[src/rtl/sdhci_dat_xfer_ctrl.sv]
// SDHCI data-transfer sequencer: block-by-block buffer/data-line handshakes and present-state flags.
// Optional feature macro: SDHCI_AUTO_CMD12_EN (auto CMD12 request at the end of a multi-block run).

package sdhci_dat_xfer_pkg;
    typedef struct packed {
        logic [15:0] d;
        logic        de;
    } writable_reg_t;
endpackage

module sdhci_dat_xfer_ctrl
    import sdhci_dat_xfer_pkg::*;
(
    input  logic          clk_i,
    input  logic          rst_i,
    input  logic          abort_i,
    input  logic          start_i,
    input  logic          dir_read_i,
    input  logic          multi_block_i,
    input  logic          block_count_enable_i,
    input  logic          auto_cmd12_enable_i,
    input  logic [15:0]   block_count_i,
    input  logic [11:0]   block_size_i,
    input  logic          word_access_i,
    input  logic          line_block_done_i,
    input  logic          line_error_i,
    output logic          line_start_o,
    output logic          read_transfer_active_o,
    output logic          write_transfer_active_o,
    output logic          buffer_read_enable_o,
    output logic          buffer_write_enable_o,
    output writable_reg_t block_count_o,
    output logic          auto_cmd12_req_o
);

    typedef enum logic [2:0] {
        StIdle,
        StWrBuf,
        StWrLine,
        StRdLine,
        StRdBuf,
        StFinish
    } state_e;

    state_e        state_q, state_d;
    logic          dir_read_q, dir_read_d;
    logic          multi_q, multi_d;
    logic          bce_q, bce_d;
    logic [15:0]   remaining_q, remaining_d;
    logic [10:0]   words_q, words_d;
    logic [10:0]   word_cnt_q, word_cnt_d;
    logic          line_start_q, line_start_d;
    writable_reg_t bc_q, bc_d;
    logic          acmd_req_q, acmd_req_d;
    logic          acmd_en_q, acmd_en_d;

    logic start_ok;
    logic block_done;
    logic is_last;
    logic last_word;

    assign start_ok = start_i && (block_size_i != 12'd0) &&
                      !(multi_block_i && block_count_enable_i && (block_count_i == 16'd0));
    // Unbounded multi-block (count enable off) never reaches a last block.
    assign is_last   = !multi_q || (bce_q && (remaining_q == 16'd1));
    assign last_word = (11'(word_cnt_q + 11'd1) == words_q);

    always_comb begin
        state_d      = state_q;
        dir_read_d   = dir_read_q;
        multi_d      = multi_q;
        bce_d        = bce_q;
        remaining_d  = remaining_q;
        words_d      = words_q;
        word_cnt_d   = word_cnt_q;
        acmd_en_d    = acmd_en_q;
        bc_d.d       = bc_q.d;
        bc_d.de      = 1'b0;
        acmd_req_d   = 1'b0;
        line_start_d = 1'b0;
        block_done   = 1'b0;

        unique case (state_q)
            StIdle: begin
                if (start_ok) begin
                    dir_read_d  = dir_read_i;
                    multi_d     = multi_block_i;
                    bce_d       = block_count_enable_i;
`ifdef SDHCI_AUTO_CMD12_EN
                    acmd_en_d   = auto_cmd12_enable_i;
`endif
                    remaining_d = block_count_i;
                    words_d     = 11'((13'(block_size_i) + 13'd3) >> 2);
                    word_cnt_d  = 11'd0;
                    state_d     = dir_read_i ? StRdLine : StWrBuf;
                end
            end
            StWrBuf: begin
                if (word_access_i) begin
                    if (last_word) begin
                        word_cnt_d = 11'd0;
                        state_d    = StWrLine;
                    end else begin
                        word_cnt_d = 11'(word_cnt_q + 11'd1);
                    end
                end
            end
            StWrLine: begin
                if (line_block_done_i) begin
                    block_done = 1'b1;
                end
            end
            StRdLine: begin
                if (line_block_done_i) begin
                    word_cnt_d = 11'd0;
                    state_d    = StRdBuf;
                end
            end
            StRdBuf: begin
                if (word_access_i) begin
                    if (last_word) begin
                        word_cnt_d = 11'd0;
                        block_done = 1'b1;
                    end else begin
                        word_cnt_d = 11'(word_cnt_q + 11'd1);
                    end
                end
            end
            StFinish: begin
                state_d = StIdle;
            end
            default: begin
                state_d = StIdle;
            end
        endcase

        if (block_done) begin
            if (bce_q) begin
                bc_d.d      = 16'(remaining_q - 16'd1);
                bc_d.de     = 1'b1;
                remaining_d = 16'(remaining_q - 16'd1);
            end
            if (is_last) begin
                state_d = StFinish;
            end else begin
                state_d = dir_read_q ? StRdLine : StWrBuf;
            end
        end

        // A line error overrides any completion in the same cycle.
        if ((state_q != StIdle) && line_error_i) begin
            state_d     = StIdle;
            bc_d.d      = bc_q.d;
            bc_d.de     = 1'b0;
            remaining_d = remaining_q;
            word_cnt_d  = 11'd0;
        end

        line_start_d = ((state_d == StWrLine) || (state_d == StRdLine)) && (state_d != state_q);

`ifdef SDHCI_AUTO_CMD12_EN
        acmd_req_d = (state_d == StFinish) && (state_q != StFinish) && multi_q && acmd_en_q;
`endif
    end

`ifndef SDHCI_AUTO_CMD12_EN
    logic unused_auto_cmd12_enable;
    assign unused_auto_cmd12_enable = auto_cmd12_enable_i;
`endif

    always_ff @(posedge clk_i) begin
        if (rst_i || abort_i) begin
            state_q      <= StIdle;
            dir_read_q   <= 1'b0;
            multi_q      <= 1'b0;
            bce_q        <= 1'b0;
            remaining_q  <= 16'd0;
            words_q      <= 11'd0;
            word_cnt_q   <= 11'd0;
            line_start_q <= 1'b0;
            bc_q         <= '0;
            acmd_req_q   <= 1'b0;
            acmd_en_q    <= 1'b0;
        end else begin
            state_q      <= state_d;
            dir_read_q   <= dir_read_d;
            multi_q      <= multi_d;
            bce_q        <= bce_d;
            remaining_q  <= remaining_d;
            words_q      <= words_d;
            word_cnt_q   <= word_cnt_d;
            line_start_q <= line_start_d;
            bc_q         <= bc_d;
            acmd_req_q   <= acmd_req_d;
            acmd_en_q    <= acmd_en_d;
        end
    end

    assign line_start_o            = line_start_q;
    assign block_count_o           = bc_q;
    assign auto_cmd12_req_o        = acmd_req_q;
    assign buffer_write_enable_o   = (state_q == StWrBuf);
    assign buffer_read_enable_o    = (state_q == StRdBuf);
    assign read_transfer_active_o  = (state_q == StRdLine) || (state_q == StRdBuf) ||
                                     ((state_q == StFinish) && dir_read_q);
    assign write_transfer_active_o = (state_q == StWrBuf) || (state_q == StWrLine) ||
                                     ((state_q == StFinish) && !dir_read_q);

endmodule

[config.mk]
export PLATFORM = sky130hd
export DESIGN_NAME = sdhci_dat_xfer_ctrl
export DESIGN_NICKNAME = d
export VERILOG_FILES = /design/src/rtl/sdhci_dat_xfer_ctrl.sv
export SDC_FILE = /design/constraint.sdc
export NUM_CORES = 1
export LEC_CHECK = 0
export CAP_MARGIN = 5
export CELL_PAD_IN_SITES_DETAIL_PLACEMENT = 1
export CELL_PAD_IN_SITES_GLOBAL_PLACEMENT = 1
export CORE_MARGIN = 3
export CORE_UTILIZATION = 25
export DETAILED_ROUTE_END_ITERATION = 10
export PLACE_DENSITY = 0.68
export SLEW_MARGIN = 15
export SYNTH_ARGS = -nofsm -noshare
export SYNTH_HDL_FRONTEND = slang
export SYNTH_SLANG_ARGS = --single-unit
[constraint.sdc]
create_clock -name clk_i -period 2.2 [get_ports clk_i]
set_input_delay 0.44 -clock clk_i [delete_from_list [all_inputs] [get_ports clk_i]]
set_output_delay 0.44 -clock clk_i [all_outputs]
set_load 0.1 [all_outputs]
==> impl_results.md, run 1 <==
- Sw power: 1041 uW
- Final period util: 1.132
- 1st-pass router iterations: 4
- WL/cell: 20.15 um
- Hold endpoint: block_count_o[1]
- Starting Density: 0.2618
- GPL Wtd Cong: 0.8369
- Total number of vias: 4223
- Max-slew violation count: 0
- Mapped Nets: 484
- Place WS: -0.7592 ns
- Core region area: 0.01420 mm2
- CTS tree: yes
- Worst r2r src: word_cnt_q[6]
- Post-synth EDFFs: 0
- Total global routing overflow: 0
- Num CTS Buffers: 9
- Max Clock Skew: 0.009824 ns
- Hold Slack: 0.4668 ns
- WL final: 15840 um
- Failing checks: setup timing
- FF-to-FF End: remaining_q[14]
- Async set-or-reset flop fraction in the synthesized netlist: 0
- Hold Path Class: reg2reg
- Synthesized flop and latch total: 62
- Post-synthesis cell count: 442
- Power Total: 3334 uW
- Worst Path Max Fanout: 6
- Area of the die: 0.01637 mm2
- Final Hold Fails: 0
- Total of max-cap violations: 0
- Layout Cells excl Fill: 786
- Synth unique cells: 64
- Cell Area, Synth: 0.003719 mm2
- H-tree level count: 3
- Largest net degree at the start of global routing: 35
- Routed vias/inst: 5.373
- Worst EP arrival: 2.71 ns
- Max Clk Rate: 401.4 MHz
- Dpl hpwl: 10280 um
- Hold_buf cts: 0
- Worst vdd ir: 402.8 uV
- Path type of the worst setup path: reg2reg
- Critical Path End Type: flop
- Clock power frac: 0.398
- Fin nets: 643
- Reg2Reg Setup Slack: -0.29 ns
- First-pass GRT wire length: 23540 um
- Post-layout min period: 2.491 ns
- Seq pwr share: 0.356
- Global Route Usage Sum: 0.1808
- Buffers on Ports: 59
- Die Span Y: 128.0 um
- Number of global-route vias before repair: 4484
- Num rows: 43
- I/O pins: 62
- Total clock sinks: 62
- RSZ-0062 raised after global routing: yes
- Worst reg-to-reg path cell count: 9
- Layout area overhead: 67.46%
- Antenna violations before repair: 0
- Switching Share: 0.3122
- Average cell area after synthesis: 8.413 um2
- Yosys warns: 0
- Internal power: 2293 uW
- Worst slew pin tran: 0.9605 ns
- Ys flop type: dfxtp_1
- Worst setup SP type: flop
- Clock buffer depth: 2
- ANT nets after route: 0
- Starting DRT DRC Count: 259
- DRC: 0
- Number of diodes: 0
- Hold path startpoint: block_count_o[1]
- P per Cell Area: 535.4 mW/mm2
- Clk Latency, worst-skew pair: 0.34 ns
- # setup viols final: 40
- Placed Cells: 752
- Worst-path clk slew: 0.06 ns
- Final core utilization: 0.4384
- Max_slew headroom: 0.3573
- Worst Slack Setup Final: -0.2912 ns
- WHS Path Cells: 2
- Pleak: 0.002268 uW
- Layout cell share with drive strength beyond 1: 0.4340
- Root buf cell: clkbuf_16
- Comb power frac: 0.246
- Critical Path RT: 2.42 ns
- Seq/Total Area, Yosys: 0.3338
- Die Width: 128.0 um
- Outcome: finished with violations
## flip-flops by register name, summed over array words and instances (netlist names)
signal	count
line_start_o	1
words_q	11
dir_read_q	1
block_count_o	17
remaining_q	16
bce_q	1
state_q	3
multi_q	1
word_cnt_q	11
## layout make-up
cell class	instances	area, um2
fillers	1652	7976
flip-flops and latches	62	1265
well taps	180	225.2
repair buffers	180	1640
inverters	8	30.03
multi-input cells	340	2798
clock inverters	4	22.52
clock buffers	12	246.5
## metrics by stage
stage | area [um2] | TNS, ns
floorplan | 3872 | -1.427
global placement | 5326 | -24.61
detailed placement | 5326 | -27.72
CTS | 5973 | -1.611
global route | 6227 | -13.34
finish | 6227 | -7.185
## synth_stat cells (3+ instances only)
| cell | count | share of area |
|---|---|---|
| o211ai_1 | 3 | 0.0061 |
| nor4_1 | 8 | 0.013 |
| a32oi_1 | 3 | 0.0071 |
| nor2_1 | 32 | 0.032 |
| inv_1 | 8 | 0.0081 |
| xnor2_1 | 20 | 0.047 |
| xor2_1 | 18 | 0.042 |
| a211oi_2 | 12 | 0.040 |
| buf_2 | 4 | 0.0054 |
| buf_4 | 3 | 0.0061 |
| a21oi_1 | 32 | 0.043 |
| nand3_1 | 19 | 0.026 |
| nor3b_1 | 3 | 0.0061 |
| nor2b_1 | 3 | 0.0050 |
| o21a_1 | 4 | 0.0081 |
| clkbuf_1 | 20 | 0.020 |
| dfxtp_1 | 62 | 0.33 |
| ha_1 | 3 | 0.010 |
| nor3_1 | 15 | 0.020 |
| buf_6 | 3 | 0.0091 |
| a311oi_1 | 17 | 0.040 |
| nand2_1 | 37 | 0.037 |
| o21ai_0 | 22 | 0.030 |
| nand2b_1 | 6 | 0.010 |
| a31oi_1 | 12 | 0.020 |
| or4_1 | 4 | 0.0081 |
| nand3b_1 | 4 | 0.0081 |
| nand4_1 | 4 | 0.0067 |
| xnor2_2 | 3 | 0.013 |
| a211oi_1 | 14 | 0.028 |
## worst max path at each step
stage / cells after the start / endpoint / startpoint
final: 9 / remaining_q[14] / word_cnt_q[6]
after global placement: 7 / remaining_q[1] / block_size_i[11]
after detailed placement: 8 / word_cnt_q[8] / block_size_i[7]
after floorplan: 10 / block_count_o[10] / word_cnt_q[0]
after global routing: 9 / remaining_q[8] / word_cnt_q[6]
after CTS: 10 / remaining_q[4] / word_cnt_q[0]
## power by group through the flow
stage	Combinational [uW]	Clock (uW)	Sequential (uW)
after floorplan	385	0	1210
after global placement	700	0	1210
after detailed placement	714	0	1210
after CTS	780	1340	1190
after global routing	878	1380	1190
final	822	1330	1190
## cells in the final DEF (no fill, tap or decap), types with 7 or more instances in the layout
master and count:
buf_4 123, nand3_1 13, clkbuf_16 11, dfxtp_1 53
a21oi_2 7, dlygate4sd2_1 11, a211oi_1 9, nand2_1 36
nor3_1 11, clkdlybuf4s50_1 25, a311oi_1 12, inv_1 8
xor2_1 16, a211oi_2 17, o21ai_0 16, xnor2_1 19
nor2_1 25, buf_12 10, a21oi_1 26
## cell families after synthesis
family,Yosys count,synth area share
AO/OA/AOI/OAI,147,0.2931
XOR/XNOR,41,0.1026
adder cells (fa/ha/maj),3,0.01010
buffers and inverters,40,0.05114
flip-flops,62,0.3338
multiplexers,2,0.005384
other,1,0.001008
AND/OR/NAND/NOR,146,0.2029
## worst max-delay path, stage by stage, from the launching register on
cell       delay [ns]
dfxtp_4          0.40
nand4_1          0.30
o2bb2ai_4        0.24
o211ai_1         0.16
a2111oi_4        0.47
buf_4            0.19
a211oi_2         0.08
buf_4            0.18
a21o_1           0.16
a31o_1           0.18
## routing by layer
layer  track usage  wire length, um  vias to the layer above
li1              -                -                     1977
met1        0.2330             6775                     2114
met2        0.3133             8024                      111
met3       0.02708              767                       21
met4       0.05119              271                        0
met5             0                0                        -
## timing repair
item	CTS	global route
pin swaps	39	14
gates resized for setup	70	33
buffers inserted	10	5
setup endpoints to repair	62	49
gates cloned	1	2
Note: power is estimated with default switching activity, not from simulation.
==> run 2, diff against run 1 <==
==> constraint.sdc (replaced) <==
create_clock -name clk_i -period 2.1 [get_ports clk_i]
set_input_delay 0.42 -clock clk_i [delete_from_list [all_inputs] [get_ports clk_i]]
set_output_delay 0.42 -clock clk_i [all_outputs]
set_load 0.1 [all_outputs]
==> run 2 against run 1 <==
Effect of this change:
- the run still ends with setup timing left
- global-route usage shrank 0.94 points
- count of clock-buffer cells in the layout fell by 1
- wire length up 3.7%
- register-to-register slack got worse by 0.03 ns
- worst setup slack worse by 0.031 ns
- sequential power grew 5%
- largest cell class unchanged
==> impl_results.md, run 2 (same netlist as run 1, synthesis figures left out) <==
- GPL Wtd Cong: 0.8687 (+3.8%)
- Total global routing overflow: 0 (unchanged)
- Worst Slack Setup Final: -0.3219 ns (-0.03069 ns)
- Path type of the worst setup path: reg2reg
- First-pass GRT wire length: 22680 um (-3.7%)
- FF+latch area: 0.001255 mm2 (-0.79%)
- # setup viols final: 49 (+23%)
- Layout cell share with drive strength beyond 1: 0.4520 (+0.01804)
- Clock buffer depth: 2 (unchanged)
- Total number of vias: 4348 (+3.0%)
- Die Span Y: 128.0 um (unchanged)
- Layout area overhead: 72.48%
- Cells along the critical path: buf_4 > xor2_1 > o21ai_0 > o211ai_1 > nor4_4 > buf_4 > a21oi_4 > nor2_8 > buf_12 > a311oi_1
- Most frequent cells in the layout: buf_4, dfxtp_1, nand2_1
- Die Width: 128.0 um (unchanged)
- RSZ-0062 raised after global routing: yes
- 1st-pass router iterations: 5 (+1)
- Slowest CP cell: dfxtp_1
- Final instance area: 0.006414 mm2 (+3.0%)
- Core region area: 0.01420 mm2 (unchanged)
- Max_slew headroom: 0.6422 (+0.2849)
- Clk Latency, worst-skew pair: 0.34 ns (about the same)
- Pleak: 0.002429 uW (+7.1%)
- Max Clk Rate: 412.9 MHz (+2.9%)
- Number of flip-flops in the largest register: 17 (unchanged)
- Antenna violations before repair: 0 (unchanged)
- Worst-path clk slew: 0.06 ns (about the same)
- Critical Path RT: 2.34 ns (-0.08 ns)
- Area of the multi-input gates: 0.002824 mm2 (+0.94%)
- Number of global-route vias before repair: 4405 (-1.8%)
- Global Route Usage Sum: 0.1715 (-0.009352)
- Max-slew violation count: 0 (unchanged)
- Post-layout min period: 2.422 ns (-0.06931 ns)
- P per Cell Area: 582.3 mW/mm2 (+8.7%)
- Outcome: finished with violations
- Worst setup SP type: flop
- WL/cell: 20.66 um (+2.5%)
- Layout Cells excl Fill: 795 (+1.1%)
- Hold Path Class: reg2reg
- Worst Path Max Fanout: 10 (+4)
- Root buf cell: clkbuf_16
- Critical Path End Type: flop
- Critical Path Most Common Cell: buf_4
- Critical path's top delay family: compound AO/OA/AOI/OAI gates
- Dpl hpwl: 10380 um (+0.94%)
- WL final: 16420 um (+3.7%)
- H-tree level count: 3 (unchanged)
- I/O pins: 62 (unchanged)
- Total clock sinks: 62 (unchanged)
- Commonest non-fill, non-tap cell in the layout: buf_4
- Final period util: 1.153 (+0.02092)
- Failing checks: setup timing
- Largest net degree at the start of global routing: 23 (-34%)
- Fin nets: 652 (+1.4%)
- Final Hold Fails: 0 (unchanged)
- Worst EP arrival: 2.66 ns (-0.05 ns)
- Buffers on Ports: 59 (unchanged)
- Area of the die: 0.01637 mm2 (unchanged)
- Max incr delay on CP: 0.47 ns (about the same)
- Dpl cell area: 0.005345 mm2 (+0.35%)
- Worst path bufs/invs: 3 (+1)
- Starting Density: 0.2618 (unchanged)
- Filler instances: 1643 (-0.54%)
- Num CTS Buffers: 9 (unchanged)
- Hold Slack: 0.4757 ns (+0.008948 ns)
- DRC: 0 (unchanged)
- Worst vdd ir: 374.1 uV (-7.1%)
- CTS tree: yes
- Worst slew pin tran: 0.5326 ns (-0.4279 ns)
- Routed vias/inst: 5.469 (+1.8%)
- Total of max-cap violations: 0 (unchanged)
- Number of diodes: 0 (unchanged)
- Num rows: 43 (unchanged)
- Placed Cells: 752 (unchanged)
- Starting DRT DRC Count: 232 (-10%)
- Max Clock Skew: 0.01011 ns (+0.0002821 ns)
- Power Total: 3734 uW (+12%)
- ANT nets after route: 0 (unchanged)
[run 2: cell count changes in the layout (fill, tap and decap cells not counted), sizes merged, moves of 2 or more]
cell           delta
dlymetal6s2s      +7
clkdlybuf4s50     -6
clkdlybuf4s15     +4
clkinvlp          +2
buf               +7
clkbuf            +2
dlygate4sd2       -7
clkinv            -2
[run 2: area by class of cell]
cell class	instances	area share
flip-flops and latches	62	0.1957
well taps	180	0.03512
clock inverters	5	0.008974
multi-input cells	341	0.4403
clock buffers	11	0.03941
repair buffers	188	0.2758
inverters	8	0.004682
[run 2: per-stage QoR]
stage / utilization / setup slack, ns / TNS (ns)
global route: 0.4516 / -0.5049 / -17.74
detailed placement: 0.3763 / -0.6662 / -28.85
finish: 0.4516 / -0.3219 / -9.437
CTS: 0.4196 / -0.2034 / -6.453
global placement: 0.3763 / -0.5625 / -24.82
floorplan: - / -0.2476 / -4.895
[run 2: worst register-to-register path, cell delays in order, from the launching register on]
cell,delay [ns]
dfxtp_1,0.47
buf_4,0.17
xor2_1,0.24
o21ai_0,0.17
o211ai_1,0.18
nor4_4,0.10
buf_4,0.17
a21oi_4,0.32
nor2_8,0.09
buf_12,0.16
a311oi_1,0.25
[run 2: what timing repair did]
| action | CTS | global route |
|---|---|---|
| buffers inserted | 8 | 13 |
| endpoints found under the setup margin | 62 | 58 |
| hold buffers | 0 | 0 |
| hold endpoints to repair | 0 | 0 |
| resized for setup | 58 | 69 |
| gates cloned | 2 | 4 |
| pin swaps | 33 | 30 |
[run 2: path summary, 6_finish.rpt]
| kind | startpoint | end | slack [ns] | cells after the start |
|---|---|---|---|---|
| max | word_cnt_q[7] | remaining_q[11] | -0.32 | 10 |
| max reg2reg | word_cnt_q[7] | remaining_q[11] | -0.32 | 10 |
| min reg2reg | block_count_o[2] | block_count_o[2] | 0.48 | 1 |
| min | block_count_o[2] | block_count_o[2] | 0.48 | 1 |
[run 2: report_power, final]
group / switching [uW] / total, uW / internal [uW]
registers: 42.0 / 1250 / 1200
logic: 505 / 913 / 408
clock network: 594 / 1580 / 981
[run 2: layer usage]
layer  wire, um  track usage
met1       6725       0.2182
met2       8491       0.2976
met3        778      0.02167
met4        426      0.06055
met5          0            0
==> run 3, diff against run 2 <==
--- a/config.mk
+++ b/config.mk
@@ -9,9 +9,9 @@
 export CELL_PAD_IN_SITES_DETAIL_PLACEMENT = 1
 export CELL_PAD_IN_SITES_GLOBAL_PLACEMENT = 1
 export CORE_MARGIN = 3
-export CORE_UTILIZATION = 25
+export CORE_UTILIZATION = 36
 export DETAILED_ROUTE_END_ITERATION = 10
-export PLACE_DENSITY = 0.68
+export PLACE_DENSITY = 0.88
 export SLEW_MARGIN = 15
 export SYNTH_ARGS = -nofsm -noshare
 export SYNTH_HDL_FRONTEND = slang
==> run 3 against run 2 <==
Effect of this change:
- the flow still finishes with violations (setup timing)
- first-iteration DRC count rose to 2.9 times the previous value
- global-route usage increased by 25 points
- worst hold slack improved by 0.033 ns
- critical path depth stayed put
- count of clock-buffer cells in the layout is 1 lower
- clock power shrank 23%
- wire length rose by 74%
- cell count shrank 4.9%
- core utilization is 22 points higher
- sequential share of layout area decreased by 0.65 points
- largest cell class unchanged
- largest power group is now sequential cells
==> impl_results.md, run 3 (same netlist as run 1, synthesis figures left out) <==
- Fin nets: 660 (+1.2%)
- Worst Path Max Fanout: 12 (+2)
- H-tree level count: 3 (unchanged)
- Routed vias/inst: 7.210 (+32%)
- P per Cell Area: 546.2 mW/mm2 (-6.2%)
- Hold_buf cts: 0 (unchanged)
- Total number of vias: 5451 (+25%)
- Worst r2r src: word_cnt_q[1]
- Starting Density: 0.3753 (+0.1134)
- Max Clk Rate: 325.2 MHz (-21%)
- First-pass GRT wire length: 35580 um (+57%)
- Final period util: 1.464 (+0.3109)
- Final core utilization: 0.6693 (+0.2178)
- Worst Slack Setup Final: -0.9748 ns (-0.6529 ns)
- Number of diodes: 0 (unchanged)
- Num CTS Buffers: 9 (unchanged)
- Die Span Y: 107.6 um (-16%)
- Clk Latency, worst-skew pair: 0.39 ns (+0.05 ns)
- Switching Share: 0.3831 (+0.07761)
- WL/cell: 37.88 um (+83%)
- Failing checks: setup timing
- Worst setup SP type: flop
- Total clock sinks: 62 (unchanged)
- Critical Path RT: 2.32 ns (-0.02 ns)
- Comb power frac: 0.315 (+0.071)
- Number of flip-flops in the largest register: 17 (unchanged)
- Layout area overhead: 78.36%
- Area of the die: 0.01159 mm2 (-29%)
- Clock buffer depth: 2 (unchanged)
- Outcome: finished with violations
- Post-layout min period: 3.075 ns (+0.6529 ns)
- Largest net degree at the start of global routing: 22 (-4.3%)
- Total of max-cap violations: 0 (unchanged)
- Critical Path Start: word_cnt_q[1]
- Starting DRT DRC Count: 684 (+190%)
- Setup tns final: -39.45 ns (-30.02 ns)
- Hold path startpoint: block_count_o[2]
- Worst vdd ir: 396.7 uV (+6.0%)
- Reg2Reg Setup Slack: -0.97 ns (-0.65 ns)
- Worst-path clk slew: 0.10 ns (+0.04 ns)
- Most frequent cells in the layout: buf_4, dfxtp_1, nand2_1
- Antenna violations before repair: 1 (+1)
- Max-slew violation count: 0 (unchanged)
- Total global routing overflow: 0 (unchanged)
- Dpl hpwl: 12060 um (+16%)
- Layout cell share with drive strength beyond 1: 0.5169 (+0.06482)
- RSZ-0062 raised after global routing: yes
- Seq pwr share: 0.348 (+0.014)
- # setup viols final: 62 (+27%)
- Number of global-route vias before repair: 5486 (+25%)
- Root buf cell: clkbuf_8
- GPL Wtd Cong: 0.9374 (+7.9%)
- Commonest non-fill, non-tap cell in the layout: buf_4
- Internal power: 2235 uW (-14%)
- Hold Path Class: reg2reg
- Worst slew pin tran: 0.7397 ns (+0.2071 ns)
- Pleak: 0.002533 uW (+4.3%)
- Layout Cells excl Fill: 756 (-4.9%)
- WL final: 28640 um (+74%)
- ANT nets after route: 0 (unchanged)
- Global Route Usage Sum: 0.4174 (+0.2459)
- Path type of the worst setup path: reg2reg
- Core region area: 0.009910 mm2 (-30%)
- Die Width: 107.6 um (-16%)
- Buffers on Ports: 59 (unchanged)
- 1st-pass router iterations: 5 (unchanged)
- Final Hold Fails: 0 (unchanged)
- Worst EP arrival: 3.30 ns (+0.64 ns)
- CTS tree: yes
- Max Clock Skew: 0.01419 ns (+0.004087 ns)
- Sw power: 1388 uW (+22%)
- Placed Cells: 707 (-6.0%)
- DRC: 0 (unchanged)
- Num rows: 36 (-16%)
- Max_slew headroom: 0.5017 (-0.1406)
- Critical Path End Type: flop
- I/O pins: 62 (unchanged)
- Clock power frac: 0.338 (-0.084)
run 3: final timing paths:
path	depth (start not counted)	endpoint
worst max-delay path	10	remaining_q[15]
worst min-delay path	1	block_count_o[2]
worst max register to register	10	remaining_q[15]
worst min register to register	1	block_count_o[2]
run 3: worst max-delay path: stages, from the launching register on:
cell       delay, ns
dfxtp_4         0.40
ha_4            0.20
buf_4           0.15
nand3_4         0.16
o2bb2ai_4       0.31
o211ai_1        0.23
a2111oi_4       0.41
a21o_1          0.29
buf_12          0.19
nand3_4         0.10
a31oi_1         0.46
run 3: repair_timing:
item                                    in CTS  in global routing
gates resized for setup                    115                 69
setup buffers                               18                  8
gates cloned                                 5                  5
pin swaps                                   32                 21
endpoints found under the hold margin        0                  0
endpoints found under the setup margin      62                 62
run 3: area by class of cell:
class | count | area, um2
well taps | 133 | 166.4
inverters | 8 | 30.03
clock buffers | 10 | 137.6
multi-input cells | 340 | 3064
repair buffers | 197 | 1913
clock inverters | 6 | 66.31
fillers | 1039 | 3277
flip-flops and latches | 62 | 1255
run 3: metal layers:
layer	global-route usage	wire, um	vias to the layer above
li1	-	-	2011
met1	0.4589	9437	2549
met2	0.7038	12330	642
met3	0.1086	4008	249
met4	0.2777	2858	0
met5	0	0	-
run 3: through the flow:
stage	worst slack [ns]	hold slack, ns	power (uW)	cell area [um2]
finish	-0.9748	0.5089	3623	6633
global route	-1.022	0.5287	3650	6633
detailed placement	-0.7376	0.4562	2038	5301
floorplan	-0.2476	0.4498	1674	3900
global placement	-0.5722	0.4539	1986	5301
CTS	-0.3838	0.4834	3305	6254
run 3: power groups by stage:
stage	Combinational, uW	Clock [uW]	Sequential (uW)
finish	1140	1220	1260
CTS	921	1140	1240
detailed placement	770	0	1270
global placement	723	0	1260
global route	1150	1240	1260
floorplan	409	0	1260
